**src/rtl/mem_copy.sv**
```systemverilog
// Word-by-word RAM-to-RAM copy engine driving a single-port RAM with asynchronous read.
// Each word takes one READ cycle and one WRITE cycle, in ascending address order.
module mem_copy #(
    parameter int ADDR_W = 12,
    parameter int DATA_W = 16
) (
    input  logic              clk,
    input  logic              reset,
    input  logic              start,
    input  logic [ADDR_W-1:0] src,
    input  logic [ADDR_W-1:0] dst,
    input  logic [ADDR_W:0]   len,
    output logic [ADDR_W-1:0] mem_address,
    output logic [DATA_W-1:0] mem_in,
    output logic              mem_load,
    input  logic [DATA_W-1:0] mem_out,
    output logic              busy,
    output logic              done
);

    typedef enum logic [1:0] {IDLE, READ, WRITE, DONE} state_t;

    localparam logic [ADDR_W:0] MAX_LEN = {1'b1, {ADDR_W{1'b0}}};
    localparam logic [ADDR_W:0] ONE     = {{ADDR_W{1'b0}}, 1'b1};

    state_t            state, state_next;
    logic [ADDR_W-1:0] src_ptr, dst_ptr;
    logic [ADDR_W:0]   count;
    logic [DATA_W-1:0] data_reg;
    logic [ADDR_W:0]   len_eff;

    assign len_eff = (len > MAX_LEN) ? MAX_LEN : len;

    always_comb begin
        state_next = state;
        case (state)
            IDLE:  if (start) state_next = (len_eff == '0) ? DONE : READ;
            READ:  state_next = WRITE;
            WRITE: state_next = (count == ONE) ? DONE : READ;
            DONE:  state_next = IDLE;
            default: state_next = IDLE;
        endcase
    end

    always_comb begin
        mem_address = '0;
        mem_in      = '0;
        mem_load    = 1'b0;
        busy        = 1'b0;
        done        = 1'b0;
        case (state)
            READ: begin
                mem_address = src_ptr;
                busy        = 1'b1;
            end
            WRITE: begin
                mem_address = dst_ptr;
                mem_in      = data_reg;
                // Reset wins over a coinciding write edge, so the RAM never sees that write.
                mem_load    = ~reset;
                busy        = 1'b1;
            end
            DONE: done = 1'b1;
            default: ;
        endcase
    end

    always_ff @(posedge clk) begin
        if (reset) begin
            state    <= IDLE;
            src_ptr  <= '0;
            dst_ptr  <= '0;
            count    <= '0;
            data_reg <= '0;
        end else begin
            state <= state_next;
            case (state)
                IDLE: begin
                    if (start && len_eff != '0) begin
                        src_ptr <= src;
                        dst_ptr <= dst;
                        count   <= len_eff;
                    end
                end
                READ: data_reg <= mem_out;
                WRITE: begin
                    src_ptr <= src_ptr + 1'b1;
                    dst_ptr <= dst_ptr + 1'b1;
                    count   <= count - ONE;
                end
                default: ;
            endcase
        end
    end

endmodule

```
**config.mk**
```make
export PLATFORM = sky130hd
export DESIGN_NAME = mem_copy
export DESIGN_NICKNAME = d
export VERILOG_FILES = /design/src/rtl/mem_copy.sv
export SDC_FILE = /design/constraint.sdc
export NUM_CORES = 1
export LEC_CHECK = 0
export BUFFER_PORTS_ARGS = -buffer_cell sky130_fd_sc_hd__buf_2
export CORE_UTILIZATION = 50
export DETAILED_ROUTE_END_ITERATION = 16
export HOLD_SLACK_MARGIN = 0.03
export PLACE_DENSITY_LB_ADDON = 0.25
export SLEW_MARGIN = 20
export SYNTH_ARGS = -nofsm -noshare
export SYNTH_HDL_FRONTEND = slang
export SYNTH_SLANG_ARGS = --single-unit
```
**constraint.sdc**
```tcl
create_clock -name clk -period 2.47 [get_ports clk]
set_clock_uncertainty 0.15 [all_clocks]
set_input_delay 0.3705 -clock clk [delete_from_list [all_inputs] [get_ports clk]]
set_output_delay 0.3705 -clock clk [all_outputs]
set_load 0.03 [all_outputs]
```
Word-level counts from Yosys, hierarchy flattened --
Index checks and enable logic that the tools add are counted.
Storage, ports and cells: input bits 56, latch bits 0, register bits 55, memory bits (writable) 0, word-level logic and storage cells 39, output and inout bits 31, bits in read-only memories 0, memories kept 0
Cells by class: shifts and indexed selects 0, mux-type cells 16, magnitude comparators 1, div/mod/pow operators 0, bitwise logic cells 1, equal/unequal tests 6, multipliers 0, add/subtract/negate cells 3, reduce and logical (&&, ||, !) cells 7
Operator list (count):
- $pmux 12 s2 | 3
- $mux 13 | 2
- $pmux 13 s2 | 1
- $add 12x1->12 const B | 2
- $mux 12 | 2
- $mux 16 | 1
- $eq 13x1->1 const B | 1
- $gt 13x13->1 const B | 1
- $logic_not 13->1 | 1
- $reduce_bool 13->1 | 1
- $sub 13x1->13 const B | 1
- $pmux 2 s4 | 1
- $mux 2 | 3
- $eq 2x2->1 const B | 2
- $ne 2x2->1 const B | 2
- $mux 1 | 3
- $eq 2x1->1 const B | 1
- $logic_not 2->1 | 1
- $reduce_and 2->1 | 1
- $reduce_bool 2->1 | 1
- $reduce_or 2->1 | 1
- $logic_and 1x1->1 | 1
- $not 1->1 | 1

Logic depth before layout (Yosys ltp) --
depth after elaboration 6, gate-level depth with buffers 9, gate-level depth less buffers 6

Least setup slack after synthesis --
Ideal clock, no wire load.
path type register to output, start register state[1], end output mem_address[4], path slack -0.149 ns, buffers on the path 2, cell stages (with the launch flop) 7, arrival time 2.098 ns, path through dfxtp_1 inv_1 ha_1 clkbuf_1 clkbuf_1 nand2_1 a21boi_0
Between the ends: word-level cells in the longest chain between the ends 2, elaborated cells between the ends (all ways) 3, those cells by class 2 x eq/ne; 1 x mux
RTL lines:
- from (decl) | RTL line 26 | state_t state, state_next;
- from (signal assigned) | RTL line 76 | state <= state_next;
- $eq 2x2->1 or $eq 2x1->1 (tied branches) | RTL line 51 | case (state)
- $pmux 12 s2 * | RTL line 51
- to (decl) | RTL line 13 | output logic [ADDR_W-1:0] mem_address,
Every way passes the cells marked *; elsewhere a longest branch is shown, timed or not.

Final worst setup path --
Ends and elaborated chain as after synthesis.

==> summary.txt <==
===========================================================================================
Width of the die                                                                   86.47 um
Count of different cell masters after synthesis                                          56
Library cell used as clock root buffer                                         sky130_fd_sc_hd__clkbuf_8
Clk pin slew, worst setup/hold paths                                                 100 ps
Cell type with the highest aggregate area in the netlist                       sky130_fd_sc_hd__dfxtp_1
Number of hold violations in the final report                                             0
Post-synthesis async set-or-reset flop share                                             0%
Final slew viol count                                                                     0
Maximum fanout encountered on the critical timing path                                   13
Hold path start                                                                  mem_out[4]
IO Port Bufs                                                                             86
Number of flops mapped to enable cells by yosys                                           0
Post-synthesis cell area                                                         3567 sq um
Standard cell with the maximum stage delay on the critical path                sky130_fd_sc_hd__ha_2
Most instantiated cells after synthesis                                        55 x sky130_fd_sc_hd__dfxtp_1, 32 x sky130_fd_sc_hd__clkbuf_1, 30 x sky130_fd_sc_hd__nor2_1
Antenna diode instance count                                                              0
Category of the most critical setup path                                       flip-flop to output pin
DP Wirelength                                                                      7.340 mm
CP cell instances                                                              inv_1 > ha_2 > a21boi_1 > buf_2
Yosys synthesis warning count                                                             0
Via count of the first global-routing pass                                             3698
Peak Freq                                                                         428.4 MHz
Cell type group with the largest total delay on the critical path               adder cells
Area added between synthesis and finish                                              20.66%
Status                                                                         complete, no violations
Critical Path End Type                                                           output pin
Number of buffers created by CTS                                                          5
Hold path depth                                                                           3
Number of hold-repair buffers added at the cts stage                                      0
Most common cell in the synthesized netlist                                    sky130_fd_sc_hd__dfxtp_1
CTS tree                                                                               done
Fill cell instance count of the final layout                                            654
Power density over the cells                                                   1225 nW/um^2
Routed length on met2                                                              4.660 mm
Clock period minus worst slack                                                      2334 ps
Number of design-rule violations left by the first detailed-router iteration            359
Sequential Power Share                                                                30.5%
Num Clock Sinks                                                                          55
Number of antenna violations at the first check in global routing                         0
Worst Max-Slew Pin Slew                                                            545.2 ps
Number of nets with antenna violations after routing                                      0
Vertical extent of the die                                                         86.47 um
Most instantiated flip-flop cell in the synthesis netlist                      sky130_fd_sc_hd__dfxtp_1
Wire length the detailed router placed on met1                                     4.589 mm
Routed wire per std cell                                                           17.02 um
Synth Net Count                                                                         503
Register bit count reported by yosys                                                     55
End of the worst register-to-register path                                     count[11]$_SDFFE_PP0P_
Worst Hold Slack                                                                   136.1 ps
Cell types with the largest area share after synthesis                         sky130_fd_sc_hd__dfxtp_1 31%, sky130_fd_sc_hd__mux2i_1 6.2%, sky130_fd_sc_hd__a21oi_1 3.8%
Maximum number of pins on one net before global-route repair                             31
Combinational cell fraction of total power                                            57.9%
Hold Path Class                                                                input pin to flip-flop
Final count of negative-setup-slack endpoints                                             0
Fraction of post-synthesis cell area in the top cell type by area                    30.87%
Post-detailed-route via-to-cell ratio                                                 6.265
Crit share post-route                                                                94.50%
Cell-internal power                                                                 2784 uW
Core Rows                                                                                30
Final weighted congestion in routability-driven placement                            0.8715
Number of cells upsized or downsized after cts                                            0
Tot GR Track Use                                                                     29.43%
Share of the core filled with cells                                                  63.00%
Floorplan Core Area                                                              6832 sq um
Wire length of the first global-routing pass                                       17.57 mm
Insertion delay to the later sink of the worst-skew pair                             310 ps
Sequential area share after synthesis                                                30.87%
Post-route setup slack                                                             136.0 ps
H-tree levels                                                                             2
Hold worst-path end                                                            data_reg[4]$_SDFFE_PP0P_
Post-CTS Setup Repair Bufs                                                                0
R2R Setup Slk                                                                        250 ps
RSZ-0062 raised after global routing                                                     no
Number of nets in the layout                                                            583
Number of top-level pins                                                                 87
Routed met3 length                                                                   982 um
Die Outline Area                                                                 7476 sq um
Total iterations of the first detailed-routing run                                        5
Critical Path Source Type                                                         flip-flop
Post-Route WL                                                                      10.47 mm
Worst slack, placed                                                                18.66 ps
Gate count after technology mapping                                                     438
Overall power after layout                                                          5274 uW
Share of layout cells above drive strength 1                                         26.20%
Leakage power summed over all cells                                             0.001722 uW
Starting Density                                                                     52.22%
Slowest stage delay, CP                                                              480 ps
Max reg flops                                                                            16
Length in cells of the worst reg-to-reg path                                              4
Syn avg cell area                                                               8.144 sq um
Top metal layer carrying routed signals                                                met4
Aggregate global routing overflow                                                         0
Final TNS setup                                                                        0 ps
Critical register-to-register path startpoint                                  count[4]$_SDFFE_PP0P_
Remaining routing DRC violations                                                          0
Switching share of power                                                             47.21%
Tightest slew margin relative to the limit                                           63.61%
Max-cap violation count                                                                   0
Worst IR Drop VDD                                                               0.0007331 V
Switching power                                                                     2490 uW
Required time reported for the critical path endpoint                               1950 ps
Data arrival time of the critical path                                              1810 ps
Maximum number of buffers from clock root to sink                                         2
Vias after detailed routing                                                            3853
Buffering stage count on the worst path with inverters included                           2
Clk pwr share                                                                         11.5%
===========================================================================================
area by class of cell:
type	instances	area, sq um	share of cell area [%]
Multi-Input combinational cell	326	2252	52.33
Tap cell	96	120.1	2.791
Clock buffer	5	68.82	1.599
Timing Repair Buffer	112	650.6	15.12
Clock inverter	3	43.79	1.017
Inverter	18	67.56	1.570
Sequential cell	55	1101	25.58
worst max path at each step:
| stage | endpoint | cells after the start | slack, ps | startpoint |
|---|---|---|---|---|
| global placement | src_ptr[7]$_SDFFE_PP0P_ | 6 | 60 | len[4] |
| CTS | mem_load | 6 | 40 | state[0]$_SDFFE_PP0P_ |
| global route | mem_address[4] | 4 | 20 | state[0]$_SDFFE_PP0P_ |
| detailed placement | src_ptr[7]$_SDFFE_PP0P_ | 6 | 20 | len[4] |
| finish | mem_address[4] | 4 | 140 | state[1]$_SDFFE_PP0P_ |
| floorplan | mem_address[2] | 7 | 50 | state[0]$_SDFFE_PP0P_ |
tightest hold or removal path, delay by kind of cell:
| family | cells | cell delay [ps] |
|---|---|---|
| muxes | 1 | 50 |
| and+or+nand+nor | 1 | 70 |
| buffers and inverters | 1 | 70 |
placed cells by master, fill, tap and decap left out, drive strengths merged, types with 9 or more instances in the layout:
cell,n
a311oi,9
nand2,23
o32ai,9
o31a,9
inv,18
and2,19
a21oi,28
o31ai,18
dfxtp,55
mux2i,22
nand3,11
a211oi,13
buf,112
nor2b,15
ha,9
nor4,15
nor2,30
a22oi,11
logic make-up (layout without fill, tap and decap cells):
group | after synthesis | in the layout | share of synthesized area (%)
AOI/OAI and AO/OA | 146 | 146 | 30.41
adders and majority gates | 9 | 9 | 3.157
buffers and inverters | 57 | 138 | 6.594
DFF | 55 | 55 | 30.87
muxes | 22 | 22 | 6.173
and+or+nand+nor | 149 | 149 | 22.80
stage by stage:
| stage | std cells | area [sq um] |
|---|---|---|
| 2_1_floorplan | 438 | 3568 |
| 3_3_place_gp | 607 | 4179 |
| 3_5_place_dp | 607 | 4179 |
| 4_1_cts | 615 | 4292 |
| 5_1_grt | 615 | 4304 |
| 6_report | 615 | 4304 |
power groups by stage:
stage                     clock network [uW]  registers, uW  logic, uW
after floorplan                            0           1490       2140
after global placement                     0           1590       2920
after detailed placement                   0           1610       2980
after CTS                                622           1590       3000
after global routing                     659           1660       3330
final                                    609           1610       3060
routing by layer:
| metal | vias to the layer above | GRT usage (%) |
|---|---|---|
| met3 | 32 | 5.619 |
| li1 | 1824 | - |
| met2 | 235 | 46.90 |
| met4 | 0 | 10.00 |
| met5 | - | 0 |
| met1 | 1762 | 40.02 |
Note: power is estimated with default switching activity, not from simulation.
